File: config.mk
export PLATFORM = sky130hd
export DESIGN_NAME = johnson_decoder
export DESIGN_NICKNAME = d
export VERILOG_FILES = /design/src/rtl/johnson_pkg.sv /design/src/rtl/johnson_code_check.sv /design/src/rtl/johnson_decoder.sv
export SDC_FILE = /design/constraint.sdc
export NUM_CORES = 1
export LEC_CHECK = 0
export ABC_AREA = 1
export CORE_UTILIZATION = 45
export DETAILED_ROUTE_END_ITERATION = 16
export PLACE_DENSITY = 0.71
export SKIP_CTS_REPAIR_TIMING = 1
export SYNTH_ARGS = -nofsm -noshare
export SYNTH_HDL_FRONTEND = slang
export SYNTH_SLANG_ARGS = --single-unit
File: constraint.sdc
create_clock -name clk -period 4.7 [get_ports clk]
set_clock_uncertainty 0.05 [all_clocks]
set_input_delay 0.94 -clock clk [delete_from_list [all_inputs] [get_ports clk]]
set_output_delay 0.94 -clock clk [all_outputs]
set_load 0.05 [all_outputs]
File: src/rtl/johnson_pkg.sv
// Shared Johnson-code helpers. The functions take a 32-bit container plus the live width n,
// so a single package serves every instance width.
package johnson_pkg;
  typedef enum logic {UNLOCKED = 1'b0, LOCKED = 1'b1} jstate_t;

  // Code for state index k: thermometer fill for 0..n, then the ones drain out from the bottom.
  function automatic logic [31:0] jc_code(input int k, input int n);
    logic [31:0] mask;
    mask = (32'd1 << n) - 32'd1;
    if (k <= n) return (32'd1 << k) - 32'd1;
    return mask & ~((32'd1 << (k - n)) - 32'd1);
  endfunction

  function automatic logic jc_is_legal(input logic [31:0] code, input int n);
    for (int k = 0; k < 2 * n; k++)
      if (code == jc_code(k, n)) return 1'b1;
    return 1'b0;
  endfunction

  function automatic int jc_to_idx(input logic [31:0] code, input int n);
    for (int k = 0; k < 2 * n; k++)
      if (code == jc_code(k, n)) return k;
    return 0;
  endfunction

  function automatic logic [31:0] jc_next(input logic [31:0] code, input int n);
    logic [31:0] mask;
    mask = (32'd1 << n) - 32'd1;
    return ((code << 1) | {31'd0, ~code[n-1]}) & mask;
  endfunction
endpackage

File: src/rtl/johnson_code_check.sv
// Combinational Johnson-code classifier: legality, state index and one-hot.
module johnson_code_check
  import johnson_pkg::*;
#(
  parameter int N  = 4,
  parameter int IW = $clog2(2 * N)
) (
  input  logic [N-1:0]   code,
  output logic           legal,
  output logic [IW-1:0]  idx,
  output logic [2*N-1:0] onehot
);
  always_comb begin
    legal  = jc_is_legal(32'(code), N);
    idx    = IW'(jc_to_idx(32'(code), N));
    onehot = '0;
    if (legal) onehot[idx] = 1'b1;
  end
endmodule

File: src/rtl/johnson_decoder.sv
// Johnson bus decoder and sequence monitor: registered index/one-hot, legality and
// step checking, lock FSM and a saturating error counter.
module johnson_decoder
  import johnson_pkg::*;
#(
  parameter int N          = 4,
  parameter int LOCK_CNT   = 3,
  parameter int ERR_W      = 8,
  parameter int ALLOW_HOLD = 0
) (
  input  logic                    clk,
  input  logic                    rst,
  input  logic [N-1:0]            code_in,
  input  logic                    code_valid,
  output logic                    valid_out,
  output logic [$clog2(2*N)-1:0]  idx,
  output logic [2*N-1:0]          onehot,
  output logic                    illegal_code,
  output logic                    seq_error,
  output logic                    wrap,
  output logic                    locked,
  output logic [ERR_W-1:0]        err_count
);
  localparam int S  = 2 * N;
  localparam int IW = $clog2(S);
  localparam logic [IW-1:0] LAST = IW'(S - 1);
  localparam logic [3:0]    LC   = 4'(LOCK_CNT);

  logic          c_legal;
  logic [IW-1:0] c_idx;
  logic [S-1:0]  c_oh;

  johnson_code_check #(.N(N), .IW(IW)) u_chk (
    .code   (code_in),
    .legal  (c_legal),
    .idx    (c_idx),
    .onehot (c_oh)
  );

  jstate_t       state;
  logic [3:0]    run;
  logic [IW-1:0] prev;
  logic          have_prev;

  logic [IW-1:0] succ;
  logic          step, hold;
  logic [3:0]    run_nxt;

  always_comb begin
    succ    = (prev == LAST) ? '0 : prev + 1'b1;
    step    = have_prev & c_legal & (c_idx == succ);
    hold    = have_prev & c_legal & (c_idx == prev) & (ALLOW_HOLD != 0);
    run_nxt = 4'd1;
    if (step)      run_nxt = (run >= LC) ? LC : run + 4'd1;
    else if (hold) run_nxt = run;
  end

  always_ff @(posedge clk) begin
    if (rst) begin
      valid_out    <= 1'b0;
      idx          <= '0;
      onehot       <= '0;
      illegal_code <= 1'b0;
      seq_error    <= 1'b0;
      wrap         <= 1'b0;
      locked       <= 1'b0;
      err_count    <= '0;
      state        <= UNLOCKED;
      run          <= '0;
      prev         <= '0;
      have_prev    <= 1'b0;
    end else begin
      valid_out    <= code_valid;
      illegal_code <= 1'b0;
      seq_error    <= 1'b0;
      wrap         <= 1'b0;
      if (code_valid) begin
        idx    <= c_idx;
        onehot <= c_oh;
        case (state)
          UNLOCKED: begin
            if (!c_legal) begin
              illegal_code <= 1'b1;
              run          <= '0;
              have_prev    <= 1'b0;
            end else begin
              run       <= run_nxt;
              prev      <= c_idx;
              have_prev <= 1'b1;
              if (run_nxt >= LC) begin
                state  <= LOCKED;
                locked <= 1'b1;
              end
            end
          end
          LOCKED: begin
            if (!c_legal) begin
              illegal_code <= 1'b1;
              if (err_count != '1) err_count <= err_count + 1'b1;
              state     <= UNLOCKED;
              locked    <= 1'b0;
              run       <= '0;
              have_prev <= 1'b0;
            end else if (step) begin
              wrap <= (prev == LAST) && (c_idx == '0);
              prev <= c_idx;
            end else if (!hold) begin
              // out of step: flag it, then trust the new sample as the reference
              seq_error <= 1'b1;
              if (err_count != '1) err_count <= err_count + 1'b1;
              prev <= c_idx;
            end
          end
          default: state <= UNLOCKED;
        endcase
      end
    end
  end
endmodule

==> flow_summary_export.csv <==
group,metric,value,unit
run_status,status,"finished, final reports clean",
critical_path,crit_buf_inv,2,
synthesis,syn-cell-area,1590,um^2
synthesis,synth.largest_area_cell,"dfxtp_1",
clock_tree,clkTransAtPathRegs,0.09,ns
critical_path,crit_type,"in -> reg",
global_routing,first_global_vias,1173,
synthesis,avgSynthCellArea,7.37,um^2
timing,finalCritPeriodShare,56.3,%
placement,dp_hpwl,2.32,mm
finish,multi_input_area,790,um^2
power_and_ir_drop,leakage,0.769,nW
timing,tightest_slew,0.792,ns
timing,min_period,2.65,ns
clock_tree,htreeDepth,2,
timing,finalSetupViolations,0,
global_routing,grt_first_pass_wirelength,5.30,mm
finish,final_cell_mix,"nand2_1 (50), dfxtp_1 (33), clkdlybuf4s50_1 (30), a21oi_1 (22), nor2_1 (19)",
synthesis,ys_warn_count,0,
detailed_routing,postRouteAntennaNets,0,
synthesis,syn-num-nets,226,
finish,layout-drive-gt1-share,10.6,%
finish,final_common_cell,"nand2_1",
detailed_routing,vias,1437,
worst_hold_path,hp-start,"run[2]",
critical_path,path_max_fanout,15,
critical_path,worst_setup_path_start_kind,"primary input",
worst_hold_path,whs_endpoint,"run[2]",
clock_tree,cts_buffer_depth,2,
power_and_ir_drop,netSwitchingFraction,27.5,%
detailed_routing,drt_wl_total,3.17,mm
finish,ff_latch_area,661,um^2
timing,timing.final.ws_setup,2.05,ns
detailed_routing,drt-initial-drc-count,54,
critical_path,r2r-end,"err_count[7]",
detailed_routing,wl_per_cell,10.9,um
timing,slew_viol_final,0,
detailed_routing,drt_first_pass_iters,4,
critical_path,rrSetupSlack,2.77,ns
detailed_routing,via_per_inst,4.92,
critical_path,slowest_delay,0.74,ns
worst_hold_path,min_path_type,"reg -> reg",
timing,fin_setup_tns,0,ns
synthesis,synth.distinct_cells,29,
die,start_util,47.1,%
worst_hold_path,hold_depth,2,
finish,syn2layout_area_growth,22.8,%
timing,max_freq,0.378,GHz
power_and_ir_drop,p_int,368,uW
finish,num_antenna_cells,0,
critical_path,reg2reg_from,"prev[0]",
power_and_ir_drop,p_clk_share,28.9,%
placement,io_buffers,30,
critical_path,cp.required,4.92,ns
die,core_area,3360,um^2
global_routing,grt_max_degree,23,
timing,grt_setup_unrepaired,"no",
clock_tree,cts_made_buffers,5,
global_routing,grtUsageTotal,19.3,%
power_and_ir_drop,seq_power_share,56.8,%
timing,fin_hold_ws,0.397,ns
clock_tree,clockRootBuffer,"clkbuf_4",
die,ioPinCount,31,
placement,dp_slack,1.73,ns
critical_path,worstSetupEndpointType,"flip-flop",
synthesis,ys_ff_latch,33,
finish,fill_cells,334,
placement,gp_congestion,0.897,
global_routing,overflow,0,
die,dieArea,3760,um^2
critical_path,worstRegToRegCells,12,
power_and_ir_drop,combPwrFrac,14.3,%
die,die_h,61.4,um
synthesis,syn-instance-count,215,
critical_path,cp-startpoint,"code_valid",
timing,hold_viol,0,
synthesis,synth_top_area_share,41.7,%
die,std_cell_rows,21,
clock_tree,cts_sinks,33,
power_and_ir_drop,power_density,261,nW/um^2
clock_tree,clock_latency,0.33,ns
die,die_w,61.4,um
synthesis,ys_seq_area_share,41.7,%
placement,placed_cell_area,1900,um^2
power_and_ir_drop,p_sw,140,uW
finish,fin_nets,256,
global_routing,grt_antenna_before_repair,0,
timing,relSlewSlack,47.0,%
critical_path,crit_chain,"clkdlybuf4s50_1, inv_1, nor3_2, nand2_2, nor2_1, o21ai_1, a21oi_1",
power_and_ir_drop,ir_drop,197,uV
critical_path,path_delay_family,"buffers and inverters",
job,cap_violations,0,
critical_path,critPathSlowestCell,"clkdlybuf4s50_1",
critical_path,arrival,2.87,ns
detailed_routing,drc,0,
synthesis,synth.area.top_cells,"dfxtp_1 (42%), nand2_1 (12%), a21oi_1 (6.9%)",
clock_tree,tritoncts,"done",
finish,fin_area,1950,um^2
## final cells by class
| type | instances | area share (%) |
|---|---|---|
| Clock buffer | 8 | 2.51 |
| Inverter | 24 | 4.63 |
| Multi-Input combinational cell | 151 | 40.6 |
| Sequential cell | 33 | 33.9 |
| Tap cell | 46 | 2.96 |
| Timing Repair Buffer | 30 | 15.4 |
## through the flow
step | total power, mW | util, % | std cells
after floorplan | 0.347 | - | 215
after global placement | 0.367 | 56.4 | 284
after detailed placement | 0.367 | 56.4 | 284
after CTS | 0.516 | 57.9 | 292
after global routing | 0.536 | 57.9 | 292
final | 0.507 | 57.9 | 292
## registers in the layout, indices dropped and copies added, names as in the netlist, 3 cells and up
register,count
prev,3
err_count,8
onehot,8
run,4
idx,3
## worst min-delay path: stages (launching register included)
cell and delay [ns]:
dfxtp_1 0.32, nand2_1 0.06, nor2_1 0.03
## Yosys cell counts (all sizes together)
cell and count:
nand2 57, dfxtp 33, inv 23, nor2 23, a21oi 22, nand3 15
nand4 9, o21ai 8, nor3 5, clkbuf 4, ha 4, buf 3
o31ai 2, xnor2 2, clkinv 1, nand3b 1, nor3b 1, nor4 1
xor2 1
## power groups by stage
| stage | registers (mW) | logic, mW | clock network (mW) |
|---|---|---|---|
| finish | 0.288 | 0.0726 | 0.147 |
| global route | 0.289 | 0.0796 | 0.168 |
| CTS | 0.288 | 0.0727 | 0.155 |
| detailed placement | 0.295 | 0.0722 | 0 |
| global placement | 0.295 | 0.0721 | 0 |
| floorplan | 0.305 | 0.0422 | 0 |
## metal layers
metal / share of wire, % / track usage (%) / vias up
li1: - / - / 764
met3: 4.6 / 6.30 / 6
met5: 0 / 0 / -
met4: 1.7 / 7.62 / 0
met1: 51 / 26.5 / 637
met2: 42 / 28.3 / 30
## cells by family after synthesis
kind of cell | share of synthesized area [%]
AOI/OAI and AO/OA | 10.9
xor gates and xnor gates | 1.66
adders and majority gates | 3.16
buffers and inverters | 8.52
DFF | 41.7
and+or+nand+nor | 34.1
## how the worst max path moves through the flow
| stage | endpoint | depth (start not counted) | slack [ns] |
|---|---|---|---|
| after global routing | err_count[3] | 7 | 1.87 |
| final | err_count[3] | 7 | 2.05 |
| after floorplan | err_count[6] | 12 | 2.55 |
| after CTS | err_count[3] | 7 | 2.09 |
| after global placement | err_count[7] | 12 | 1.75 |
| after detailed placement | err_count[3] | 7 | 1.73 |
No activity file was read; power rests on OpenSTA's default activity.
